`config.mk`:
```
export PLATFORM = sky130hd
export DESIGN_NAME = tlc_lamp_monitor
export DESIGN_NICKNAME = d
export VERILOG_FILES = /design/src/rtl/tlc_lamp_monitor.sv
export SDC_FILE = /design/constraint.sdc
export NUM_CORES = 1
export LEC_CHECK = 0
export CELL_PAD_IN_SITES_DETAIL_PLACEMENT = 1
export CELL_PAD_IN_SITES_GLOBAL_PLACEMENT = 2
export CORE_MARGIN = 8
export CORE_UTILIZATION = 43
export CTS_CLUSTER_DIAMETER = 80
export CTS_CLUSTER_SIZE = 8
export DETAILED_ROUTE_END_ITERATION = 12
export DONT_BUFFER_PORTS = 1
export PLACE_DENSITY = 0.92
export SYNTH_ARGS = -nofsm -noshare
export SYNTH_HDL_FRONTEND = slang
export SYNTH_SLANG_ARGS = --single-unit
```
`constraint.sdc`:
```
create_clock -name clk -period 8.1 [get_ports clk]
set_input_delay 1.62 -clock clk [delete_from_list [all_inputs] [get_ports clk]]
set_output_delay 1.62 -clock clk [all_outputs]
set_load 0.05 [all_outputs]
```
`src/rtl/tlc_lamp_monitor.sv`:
```
// Lamp-pattern watchdog for the two-road light controller: tracks phase order/durations, counts cycles, latches faults.
// Outputs registered, one cycle after the lamp sample; TLC_MON_STRICT_START_EN starts locked in AG straight out of reset.
module tlc_lamp_monitor #(
  parameter int T_AG  = 5,
  parameter int T_AY  = 2,
  parameter int T_BG  = 5,
  parameter int T_BY  = 2,
  parameter int CNT_W = 4
) (
  input  logic             clk,
  input  logic             rst,
  input  logic [1:0]       lamp_a,
  input  logic [1:0]       lamp_b,
  input  logic             clr_fault,
  output logic             locked,
  output logic [1:0]       phase,
  output logic [CNT_W-1:0] countdown,
  output logic [7:0]       cycles,
  output logic             fault_pulse,
  output logic [3:0]       fault_flags
);

  localparam logic [1:0] LAMP_RED = 2'b00;
  localparam logic [1:0] LAMP_YEL = 2'b01;
  localparam logic [1:0] LAMP_GRN = 2'b10;

  localparam logic [1:0] PH_AG = 2'd0;
  localparam logic [1:0] PH_AY = 2'd1;
  localparam logic [1:0] PH_BG = 2'd2;
  localparam logic [1:0] PH_BY = 2'd3;

  localparam logic [CNT_W-1:0] CNT_ONE = CNT_W'(1);
  localparam logic [CNT_W-1:0] CNT_MAX = {CNT_W{1'b1}};

  typedef enum logic {
    ST_SYNC,
    ST_TRACK
  } state_t;

  function automatic logic [CNT_W-1:0] t_of(input logic [1:0] p);
    case (p)
      PH_AG:   t_of = CNT_W'(T_AG);
      PH_AY:   t_of = CNT_W'(T_AY);
      PH_BG:   t_of = CNT_W'(T_BG);
      default: t_of = CNT_W'(T_BY);
    endcase
  endfunction

  state_t           state_q, state_nx;
  logic [1:0]       phase_q, phase_nx;
  logic [CNT_W-1:0] cnt_q, cnt_nx;
  logic             held_vld_q, held_vld_nx;
  logic [1:0]       held_phase_q, held_phase_nx;
  logic [7:0]       cycles_q, cycles_nx;
  logic [CNT_W-1:0] countdown_q, countdown_nx;
  logic             pulse_q;
  logic [3:0]       flags_q, flags_nx;

  logic             samp_legal;
  logic [1:0]       samp_phase;
  logic             samp_conflict;
  logic             samp_illegal;
  logic             f_seq, f_timing;
  logic             any_fault;
  logic [CNT_W-1:0] t_cur;
  logic             start_pending;

  // Pattern decode: only the four legal pairs map to a phase
  always_comb begin
    samp_legal = 1'b1;
    samp_phase = PH_AG;
    case ({lamp_a, lamp_b})
      {LAMP_GRN, LAMP_RED}: samp_phase = PH_AG;
      {LAMP_YEL, LAMP_RED}: samp_phase = PH_AY;
      {LAMP_RED, LAMP_GRN}: samp_phase = PH_BG;
      {LAMP_RED, LAMP_YEL}: samp_phase = PH_BY;
      default:              samp_legal = 1'b0;
    endcase
  end

  assign samp_conflict = (lamp_a == LAMP_YEL || lamp_a == LAMP_GRN) &&
                         (lamp_b == LAMP_YEL || lamp_b == LAMP_GRN);
  assign samp_illegal  = !samp_legal && !samp_conflict;
  assign t_cur         = t_of(phase_q);

`ifdef TLC_MON_STRICT_START_EN
  // cnt is zero in TRACK only before the first sample after reset
  assign start_pending = (cnt_q == '0);
`else
  assign start_pending = 1'b0;
`endif

  always_comb begin
    state_nx      = state_q;
    phase_nx      = phase_q;
    cnt_nx        = cnt_q;
    held_vld_nx   = held_vld_q;
    held_phase_nx = held_phase_q;
    cycles_nx     = cycles_q;
    f_seq         = 1'b0;
    f_timing      = 1'b0;

    case (state_q)
      ST_SYNC: begin
        if (samp_legal) begin
          held_vld_nx   = 1'b1;
          held_phase_nx = samp_phase;
          if (held_vld_q && held_phase_q != samp_phase) begin
            state_nx = ST_TRACK;
            phase_nx = samp_phase;
            cnt_nx   = CNT_ONE;
          end
        end else begin
          held_vld_nx = 1'b0;
        end
      end
      default: begin
        if (samp_legal) begin
          if (samp_phase == phase_q) begin
            if (cnt_q < t_cur)
              cnt_nx = (cnt_q == CNT_MAX) ? cnt_q : cnt_q + CNT_ONE;
            else
              f_timing = 1'b1;
          end else if (start_pending) begin
            f_seq = 1'b1;
          end else if (samp_phase == 2'(phase_q + 2'd1)) begin
            if (cnt_q != t_cur) begin
              f_timing = 1'b1;
            end else begin
              phase_nx = samp_phase;
              cnt_nx   = CNT_ONE;
              if (phase_q == PH_BY)
                cycles_nx = cycles_q + 8'd1;
            end
          end else begin
            f_seq    = 1'b1;
            f_timing = (cnt_q != t_cur);
          end
        end
      end
    endcase

    any_fault = samp_illegal | samp_conflict | f_seq | f_timing;

    if (state_q == ST_TRACK && any_fault) begin
      state_nx      = ST_SYNC;
      cnt_nx        = '0;
      held_vld_nx   = samp_legal;
      held_phase_nx = samp_phase;
    end

    countdown_nx = (state_nx == ST_TRACK) ? (t_of(phase_nx) - cnt_nx + CNT_ONE) : '0;
    // A fault on the clearing edge still lands in the flags
    flags_nx = (clr_fault ? 4'b0000 : flags_q) |
               {samp_illegal, samp_conflict, f_seq, f_timing};
  end

  always_ff @(posedge clk or posedge rst) begin
    if (rst) begin
`ifdef TLC_MON_STRICT_START_EN
      state_q <= ST_TRACK;
`else
      state_q <= ST_SYNC;
`endif
      phase_q      <= PH_AG;
      cnt_q        <= '0;
      held_vld_q   <= 1'b0;
      held_phase_q <= PH_AG;
      cycles_q     <= 8'd0;
      countdown_q  <= '0;
      pulse_q      <= 1'b0;
      flags_q      <= 4'b0000;
    end else begin
      state_q      <= state_nx;
      phase_q      <= phase_nx;
      cnt_q        <= cnt_nx;
      held_vld_q   <= held_vld_nx;
      held_phase_q <= held_phase_nx;
      cycles_q     <= cycles_nx;
      countdown_q  <= countdown_nx;
      pulse_q      <= any_fault;
      flags_q      <= flags_nx;
    end
  end

  assign locked      = (state_q == ST_TRACK);
  assign phase       = phase_q;
  assign countdown   = countdown_q;
  assign cycles      = cycles_q;
  assign fault_pulse = pulse_q;
  assign fault_flags = flags_q;

endmodule

```
== Word level (Yosys, flattened, before mapping) ==
Cells that the tools add are included.

* Bits in registers: 27
* Latch bits: 0
* Memory bits (writable): 0
* ROM bits: 0
* Input port bits: 7
* Output and inout port bits: 20
* Word-level logic and storage cells: 97
* Memories: 0

* $add $sub $neg: 5
* Multipliers: 0
* Divide/modulo/power cells: 0
* Magnitude comparators: 1
* Equal/unequal tests: 17
* Shifts and indexed selects: 0
* Mux-type cells: 43
* Bitwise operators: 6
* Reduce and logical (&&, ||, !) cells: 16

{| class="wikitable"
|+ Operator list
! cell !! count
|-
| $mux W4 || 12
|-
| $mux W2 || 10
|-
| $mux W1 || 18
|-
| $eq A2 B2 Y1 const B || 5
|-
| $add A4 B1 Y4 const B || 2
|-
| $add A8 B1 Y8 const B || 1
|-
| $eq A4 B4 Y1 const B || 2
|-
| $mux W3 || 2
|-
| $pmux W2 S3 || 1
|-
| $reduce_and A6 Y1 || 1
|-
| $eq A2 B1 Y1 const B || 2
|-
| $eq A2 B2 Y1 || 2
|-
| $eq A4 B1 Y1 const B || 1
|-
| $eq A4 B2 Y1 const B || 1
|-
| $eq A4 B3 Y1 const B || 1
|-
| $logic_and A1 B1 Y1 || 4
|-
| $logic_not A2 Y1 || 2
|-
| $lt A4 B4 Y1 || 1
|-
| $ne A4 B4 Y1 || 1
|-
| $or A4 B4 Y4 || 1
|-
| $reduce_or A2 Y1 || 2
|-
| $reduce_or A4 Y1 || 1
|-
| $sub A4 B4 Y4 || 1
|-
| $or A1 B1 Y1 || 3
|-
| other kinds (8) || 11
|}

== Logic depth before layout (Yosys ltp) ==
Gate-level depths: netlist (run 1).

* Depth after elaboration: 15
* Mapped depth: 17
* Mapped depth without buffers: 17

== Worst setup path after synthesis (run 1) ==
Ideal clock, no wire load.

* Path type: input port to flip-flop
* Start point: input port lamp_a[1]
* End point: register countdown_q[3], in the netlist countdown[3]
* Setup time: 131 ps
* Data arrival time: 4629 ps
* Data required time: 7969 ps
* Setup slack: 3340 ps
* Stages on the path: 16
* Buffers on the path: 0
* Cell sequence: inv_1 -> ha_1 -> o21ai_0 -> nand2_1 -> o211a_1 -> and2_1 -> nor2_1 -> mux2i_1 -> ha_1 -> inv_1 -> ha_1 -> inv_1 -> fa_1 -> xor2_1 -> xor2_1 -> o21ai_1

* Cells in the longest elaborated chain, start to end: 14
* Elaborated cells between the ends (all ways): 55
* Those cells by class: 2 x add/sub; 10 x eq/ne; 30 x mux; 3 x bitwise; 10 x reduce/logical

{| class="wikitable"
|+ RTL lines
! element !! RTL line !! source
|-
| start: declaration || 12 || <nowiki>input logic [1:0] lamp_a,</nowiki>
|-
| $eq A4 B1 Y1, or another cell as far along || 72 || <nowiki>case ({lamp_a, lamp_b})</nowiki>
|-
| $pmux W2 S3 || 72 ||
|-
| $eq A2 B2 Y1 || 126 || <nowiki>end else if (samp_phase == 2'(phase_q + 2'd1)) begin</nowiki>
|-
| $mux W1 || 126 ||
|-
| $mux W1 || 119 || <nowiki>if (samp_phase == phase_q) begin</nowiki>
|-
| $mux W1 || 118 || <nowiki>if (samp_legal) begin</nowiki>
|-
| $mux W1 || 103 || <nowiki>case (state_q)</nowiki>
|-
| $or A1 B1 Y1 (2 in a row) || 143 || <nowiki>any_fault = samp_illegal | samp_conflict | f_seq | f_timing;</nowiki>
|-
| $logic_and A1 B1 Y1 || 145 || <nowiki>if (state_q == ST_TRACK && any_fault) begin</nowiki>
|-
| $mux W4 || 145 ||
|-
| $sub A4 B4 Y4 || 152 || <nowiki>countdown_nx = (state_nx == ST_TRACK) ? (t_of(phase_nx) - cnt_nx + CNT_ONE) : '0;</nowiki>
|-
| $add A4 B1 Y4 || 152 ||
|-
| $mux W4 (*) || 152 ||
|-
| named net countdown_nx[3] || 55 || <nowiki>logic [CNT_W-1:0] countdown_q, countdown_nx;</nowiki>
|-
| end signal: assignment || 180 || <nowiki>countdown_q <= countdown_nx;</nowiki>
|-
| end: declaration || 55 ||
|}

The timed path passes the listed nets; every way through them passes the cells marked *.
A chain may end at the register's enable or synchronous reset.

== Worst setup path after layout (run 1) ==
Ends and elaborated chain as after synthesis.

==> Flow_metrics.wiki, run 1 <==
{| class="wikitable"
! Metric !! Value
|-
| Deepest level of the CTS H-tree || 1
|-
| Power per standard cell area || 264.9 nW/um^2
|-
| Average wire per cell in the routed design || 18.88 um
|-
| Result of the run || finished, final reports clean
|-
| Share of layout cells above drive strength 1 || 0.1078
|-
| Number of warnings printed during yosys synthesis || 0
|-
| Synthesis-stage register bit count || 27
|-
| Worst-path fanout max || 8
|-
| Fin Setup TNS || 0 ps
|-
| Chip Height || 78.96 um
|-
| First-pass GRT wire length || 6.886 mm
|-
| Clock slew seen by the registers of the worst setup and hold paths || 90 ps
|-
| Die Span X || 78.96 um
|-
| Net switching power || 218.8 uW
|-
| Critical path start-end classification || input pin to flop
|-
| Initial standard-cell utilization of the core || 0.4354
|-
| Slew @ Worst Pin || 1037 ps
|-
| Adder and majority cell fraction of the synthesized area || 0.1439
|-
| Critical Path Source Type || input pin
|-
| Std-Cell Core Area || 3914 sq um
|-
| Post-CTS sizing || 0
|-
| TritonCTS clock tree || done
|-
| Critical-path cell list || inv_1 > ha_1 > o21ai_0 > nand2_1 > o211a_1 > and2_1 > nor2_1 > mux2i_1 > ha_1 > inv_1 > ha_1 > inv_1 > fa_1 > xor2_1 > xor2_1 > o21ai_1
|-
| Post-synth EDFFs || 0
|-
| Worst VDD drop || 104.8 uV
|-
| Final net count || 194
|-
| Clock latency of the later-clocked register in the worst-skew pair || 270 ps
|-
| Count of input and output buffers || 0
|-
| Final antenna-violating net count || 0
|-
| Predominant post-synthesis flop cell || sky130_fd_sc_hd__dfrtp_1
|-
| Share of the synthesized netlist area taken by xor and xnor gates || 0.08150
|-
| Cells after Synth || 164
|-
| Total gr overflow || 0
|-
| Number of rows in the core area || 23
|-
| Unrepaired setup endpoints after global routing || false
|-
| Routed Wire Length || 4.098 mm
|-
| Number of antenna repair diodes || 0
|-
| Number of filler cells placed in the layout || 471
|-
| Synthesized area per cell || 10.39 sq um
|-
| Library cells used by synthesis || 45
|-
| TritonCTS Buffers || 3
|-
| Share of flip-flops with an asynchronous set or reset || 1.000
|-
| Area fraction in and, or, nand and nor cells after synthesis || 0.1498
|-
| Top post-synthesis cells by area || sky130_fd_sc_hd__dfrtp_1, sky130_fd_sc_hd__ha_1, sky130_fd_sc_hd__xnor2_1
|-
| Portion of the post-synthesis area used by sequential elements || 0.3965
|-
| Hold bufs inserted after CTS || 0
|-
| All-Layer GR Usage || 0.1385
|-
| Proportion of total power due to net switching || 0.4558
|-
| Number of DRC violations after detailed-routing iteration 0 || 52
|-
| Core occupancy in the finished layout || 0.4629
|-
| Number of buffers added for setup after CTS || 0
|-
| Hold violation total from the final report || 0
|-
| Vias in the first global route || 1,361
|-
| Leakage Power || 0.8891 nW
|-
| Hold Slack || 510.8 ps
|-
| Cell chosen for the clock root || sky130_fd_sc_hd__clkbuf_8
|-
| Placed wire-length estimate after detailed placement || 3.166 mm
|-
| Total power draw || 480.0 uW
|-
| Combinational share of power || 0.422
|-
| Class of the tightest hold or removal check || flop to flop
|-
| Yosys top cell area share || 0.3965
|-
| Die Outline Area || 6234 sq um
|-
| Final clock period utilization by the worst path || 0.6159
|-
| Area growth from synthesis to final layout || 6.314%
|-
| Post-layout min period || 4989 ps
|-
| DR DRC count || 0
|-
| Top cell type by total area after synthesis || sky130_fd_sc_hd__dfrtp_1
|-
| Critical path's slowest cell || sky130_fd_sc_hd__o21ai_0
|-
| Data arrival time of the critical path || 5150 ps
|-
| Clock sink total || 27
|-
| Mux contribution to synthesized area || 0.02496
|-
| GP Congestion || 0.7809
|-
| Non-Filler Instances || 217
|-
| Sequential cell fraction of total power || 0.415
|-
| Largest net degree at the start of global routing || 28
|-
| Via count || 1,213
|-
| Dominant combinational cell family by area after synthesis || compound AO/OA/AOI/OAI gates
|-
| I/O pin cnt || 27
|-
| Crit. End Element || flop
|-
| Total instance count after detailed placement || 213
|-
| Detailed-routing iteration count for the pre-antenna-repair pass || 5
|-
| Final slew viol count || 0
|-
| Post-synth net total || 190
|-
| Post-synthesis cell area || 1704 sq um
|-
| Synthesized-area fraction occupied by ao, oa, aoi and oai cells || 0.1593
|-
| Initial antenna violation count || 0
|-
| Highest achievable clock rate || 0.2005 GHz
|-
| Headroom to the max-slew limit || 0.3076
|-
| Finish-stage setup viols || 0
|-
| Power share of the clock group || 0.164
|-
| Largest clock skew in the final design || 2.321 ps
|-
| Internal power summed over all cells || 261.2 uW
|-
| Max cap viols || 0
|-
| Highest cell delay on the worst timing path || 480 ps
|-
| Via density per instance || 5.590
|-
| Clk buf depth || 2
|-
| Critical path data required time || 8260 ps
|}
## worst paths after layout
kind | depth (start not counted) | startpoint | slack [ps] | end
min in group asynchronous | 1 | rst | 1480 | cnt_q[3]$_DFF_PP0_
max in group asynchronous | 1 | rst | 5990 | countdown[1]$_DFF_PP0_
max reg2reg | 16 | phase[0]$_DFF_PP0_ | 3430 | countdown[3]$_DFF_PP0_
min reg2reg | 1 | held_vld_q$_DFFE_PP0P_ | 510 | held_vld_q$_DFFE_PP0P_
max | 16 | lamp_a[1] | 3110 | countdown[3]$_DFF_PP0_
min | 1 | held_vld_q$_DFFE_PP0P_ | 510 | held_vld_q$_DFFE_PP0P_
## worst max-delay path, delay by kind of cell
family / cells / cell delay, ps
and+or+nand+nor: 3 / 720
buffers and inverters: 3 / 150
xor gates and xnor gates: 2 / 400
adders and majority gates: 4 / 1100
muxes: 1 / 360
AOI/OAI and AO/OA: 3 / 790
## cells by family after synthesis
group | Yosys count
and+or+nand+nor | 44
AOI/OAI and AO/OA | 35
DFF | 27
buffers and inverters | 20
adders and majority gates | 19
xor gates and xnor gates | 15
muxes | 4
## synth_stat cells (all sizes together), types with 2 or more instances
cell,instances
a21oi,6
and2,3
and3,3
and4,2
dfrtp,27
ha,18
inv,19
mux2,2
mux2i,2
nand2,12
nand3,5
nor2,9
nor2b,2
nor3,3
o21a,3
o21ai,10
o31ai,2
o32ai,2
or2,2
xnor2,11
xor2,4
## registers in the layout (all words and copies together), names as in the netlist
register / count
cycles: 8
fault_flags: 4
locked: 1
cnt_q: 4
fault_pulse: 1
held_vld_q: 1
countdown: 4
phase: 2
held_phase_q: 2
## stage by stage
stage / area (sq um) / worst slack [ps]
6_report: 1812 / 3111
5_1_grt: 1812 / 2793
3_5_place_dp: 1763 / 2834
3_3_place_gp: 1763 / 3084
4_1_cts: 1812 / 3128
2_1_floorplan: 1704 / 3340
## placed cells by master (no fill, tap or decap), types with 4 or more instances in the layout
cell,count
sky130_fd_sc_hd__nand3_1,5
sky130_fd_sc_hd__inv_1,19
sky130_fd_sc_hd__xor2_1,4
sky130_fd_sc_hd__xnor2_1,10
sky130_fd_sc_hd__o21ai_0,6
sky130_fd_sc_hd__dfrtp_1,27
sky130_fd_sc_hd__a21oi_1,6
sky130_fd_sc_hd__ha_1,18
sky130_fd_sc_hd__nor2_1,8
sky130_fd_sc_hd__nand2_1,12
## power groups by stage
stage / clock [mW] / combinational, mW / sequential [mW]
final: 0.0786 / 0.202 / 0.199
after global routing: 0.0890 / 0.229 / 0.201
after CTS: 0.0840 / 0.205 / 0.200
after detailed placement: 0 / 0.199 / 0.202
after global placement: 0 / 0.185 / 0.202
after floorplan: 0 / 0.156 / 0.195
## routing by layer
| layer | global-route usage | wire length [um] | share of wire |
|---|---|---|---|
| met5 | 0 | 0 | 0 |
| met4 | 0.05370 | 51 | 0.012 |
| met3 | 0.02257 | 199 | 0.049 |
| met2 | 0.2626 | 2233 | 0.54 |
| met1 | 0.1489 | 1614 | 0.39 |
## area by class of cell
class | instances | area [sq um] | area share
multi-input cells | 117 | 953.4 | 0.5262
well taps | 50 | 62.56 | 0.03453
clock inverters | 1 | 7.507 | 0.004144
inverters | 19 | 71.32 | 0.03936
flip-flops and latches | 27 | 675.6 | 0.3729
clock buffers | 3 | 41.29 | 0.02279
(Power assumes the default switching activity.)
==> inputs of run 2 (changes only) <==
CORE_UTILIZATION = 36   (was 43)
PLACE_DENSITY = 0.83   (was 0.92)
clock period = 4.08 ns   (was 8.1 ns; I/O delays follow)
==> run 2 against run 1 <==
First-iteration DRC count shrank 27%. Power up 110%. Clock skew rose by 0.59 ps. Die area up 15%. Register-to-register slack worse by 3100 ps. Clock power is 100% higher. Largest power group unchanged.
==> Flow_metrics.wiki, run 2 (synthesis gave the netlist of run 1 again) <==
{| class="wikitable"
! Metric !! Value
|-
| Chip Height || 84.80 um (+7.4%)
|-
| Routed metal-1 wirelength || 1.686 mm (+4.5%)
|-
| Number of antenna repair diodes || 0 (unchanged)
|-
| Number of rows in the core area || 25 (+8.7%)
|-
| Worst VDD drop || 161.7 uV (+54%)
|-
| Largest delay contributor family on the critical path || compound AO/OA/AOI/OAI gates
|-
| Largest clock skew in the final design || 2.912 ps (+0.5910 ps)
|-
| Worst path bufs/invs || 4 (+1)
|-
| Fin Setup TNS || 0 ps (unchanged)
|-
| Hold Slack || 513.4 ps (+2.573 ps)
|-
| Slew @ Worst Pin || 1038 ps (+0.4385 ps)
|-
| Crit. End Element || flop
|-
| Vias in the first global route || 1,440 (+5.8%)
|-
| Placed wire-length estimate after detailed placement || 3.411 mm (+7.7%)
|-
| Via count || 1,254 (+3.4%)
|-
| Critical path start-end classification || input pin to flop
|-
| Area growth from synthesis to final layout || 11.60%
|-
| Via density per instance || 5.405 (-3.3%)
|-
| Total met3 wirelength after detailed routing || 183 um (-8.0%)
|-
| Largest net degree at the start of global routing || 28 (unchanged)
|-
| Leakage Power || 0.9468 nW (+6.5%)
|-
| Commonest cells after routing, fill and taps aside || sky130_fd_sc_hd__dfrtp_1, sky130_fd_sc_hd__inv_1, sky130_fd_sc_hd__ha_1, sky130_fd_sc_hd__nand2_1, sky130_fd_sc_hd__buf_4
|-
| Headroom to the max-slew limit || 0.3073 (about the same)
|-
| TritonCTS Buffers || 3 (unchanged)
|-
| Die Outline Area || 7191 sq um (+15%)
|-
| Data arrival time of the critical path || 3910 ps (-1240 ps)
|-
| Number of flip-flops in the largest register || 8 (unchanged)
|-
| Max cap viols || 0 (unchanged)
|-
| Final antenna-violating net count || 0 (unchanged)
|-
| Critical path data required time || 4240 ps (-4020 ps)
|-
| Class of the tightest hold or removal check || flop to flop
|-
| Number of buffers added for setup after CTS || 0 (unchanged)
|-
| Final net count || 205 (+5.7%)
|-
| Highest cell delay on the worst timing path || 430 ps (-50 ps)
|-
| Highest achievable clock rate || 0.2669 GHz
|-
| Cell chosen for the clock root || sky130_fd_sc_hd__clkbuf_8
|-
| Post-layout min period || 3747 ps
|-
| Detailed-routing iteration count for the pre-antenna-repair pass || 4 (-1)
|-
| Clock latency of the later-clocked register in the worst-skew pair || 280 ps (about the same)
|-
| Count of input and output buffers || 0 (unchanged)
|-
| Final slew viol count || 0 (unchanged)
|-
| Routed Wire Length || 4.150 mm (+1.3%)
|-
| Clock sink total || 27 (unchanged)
|-
| Hold violation total from the final report || 0 (unchanged)
|-
| Std-Cell Core Area || 4629 sq um (+18%)
|-
| Number of DRC violations after detailed-routing iteration 0 || 38 (-27%)
|-
| Average wire per cell in the routed design || 17.89 um (-5.3%)
|-
| Result of the run || finished, final reports clean
|-
| Worst-path fanout max || 6 (-2)
|-
| Critical path's slowest cell || sky130_fd_sc_hd__fa_1
|-
| First-pass GRT wire length || 7.113 mm (+3.3%)
|-
| I/O pin cnt || 27 (unchanged)
|-
| Share of layout cells above drive strength 1 || 0.1685 (+0.06075)
|-
| Total gr overflow || 0 (unchanged)
|-
| Final clock period utilization by the worst path || 0.9183
|-
| Finish-stage setup viols || 0 (unchanged)
|-
| Most common library cell in the layout ignoring fill and taps || sky130_fd_sc_hd__dfrtp_1
|-
| Max layer used || met4
|-
| TritonCTS clock tree || done
|-
| Power per standard cell area || 518.4 nW/um^2 (+96%)
|-
| Unrepaired setup endpoints after global routing || false
|-
| GP Congestion || 0.8669 (+11%)
|-
| Clock slew seen by the registers of the worst setup and hold paths || 100 ps (about the same)
|-
| Deepest level of the CTS H-tree || 1 (unchanged)
|-
| Initial standard-cell utilization of the core || 0.3681 (-0.06731)
|-
| Critical-path cell list || inv_1 > ha_1 > o21a_1 > o21ai_0 > buf_4 > a21oi_1 > a32o_1 > ha_1 > inv_1 > ha_1 > inv_1 > fa_1 > xor2_1 > xor2_1 > o21ai_1
|-
| Met2 Routed Length || 2.198 mm (-1.6%)
|-
| Critical Path Source Type || input pin
|-
| Total power draw || 985.9 uW (+110%)
|-
| DR DRC count || 0 (unchanged)
|-
| Die Span X || 84.80 um (+7.4%)
|-
| Clk buf depth || 2 (unchanged)
|-
| Initial antenna violation count || 0 (unchanged)
|-
| All-Layer GR Usage || 0.1249 (-0.01359)
|}
## run 2: layer usage
metal  up-vias  global-route usage
li1        600                   -
met3         7             0.03122
met2        23              0.2262
met4         0             0.05340
met5         -                   0
met1       624              0.1337
## run 2: worst paths after layout
| kind | start | to | slack (ps) | cells past startpoint |
|---|---|---|---|---|
| min in group asynchronous | rst | cnt_q[1]$_DFF_PP0_ | 670 | 1 |
| min | held_vld_q$_DFFE_PP0P_ | held_vld_q$_DFFE_PP0P_ | 510 | 1 |
| max in group asynchronous | rst | fault_flags[3]$_DFF_PP0_ | 2790 | 1 |
| min reg2reg | held_vld_q$_DFFE_PP0P_ | held_vld_q$_DFFE_PP0P_ | 510 | 1 |
| max reg2reg | phase[0]$_DFF_PP0_ | countdown[3]$_DFF_PP0_ | 360 | 16 |
| max | lamp_b[1] | countdown[3]$_DFF_PP0_ | 330 | 15 |
## run 2: layout make-up
| type | instances | area, sq um |
|---|---|---|
| clock buffer | 3 | 41.29 |
| clock inverter | 1 | 5.005 |
| fill | 537 | 2728 |
| inverter | 19 | 71.32 |
| multi-input combinational | 117 | 958.4 |
| sequential | 27 | 675.6 |
| tap | 54 | 67.56 |
| timing repair buffer | 11 | 82.58 |
## run 2: timing repair
| item | 4_1_cts | 5_1_grt |
|---|---|---|
| endpoints found under the setup margin | 0 | 1 |
| hold buffers | 0 | 0 |
| gates resized for setup | 0 | 1 |
| hold endpoints to repair | 0 | 0 |
## run 2: per-stage QoR
step | util | std cells | instance area, sq um | setup WS, ps
CTS | 0.4097 | 232 | 1897 | 206.3
detailed placement | 0.3997 | 228 | 1851 | 21.66
floorplan | - | 164 | 1704 | 14.24
finish | 0.4108 | 232 | 1902 | 333.5
global placement | 0.3997 | 228 | 1851 | 185.8
global route | 0.4108 | 232 | 1902 | 82.12
## run 2: power by group
part | total, mW | switching [mW] | internal [mW]
combinational | 0.485 | 0.298 | 0.187
clock | 0.157 | 0.0883 | 0.0687
sequential | 0.344 | 0.0499 | 0.294
total | 0.986 | 0.436 | 0.549
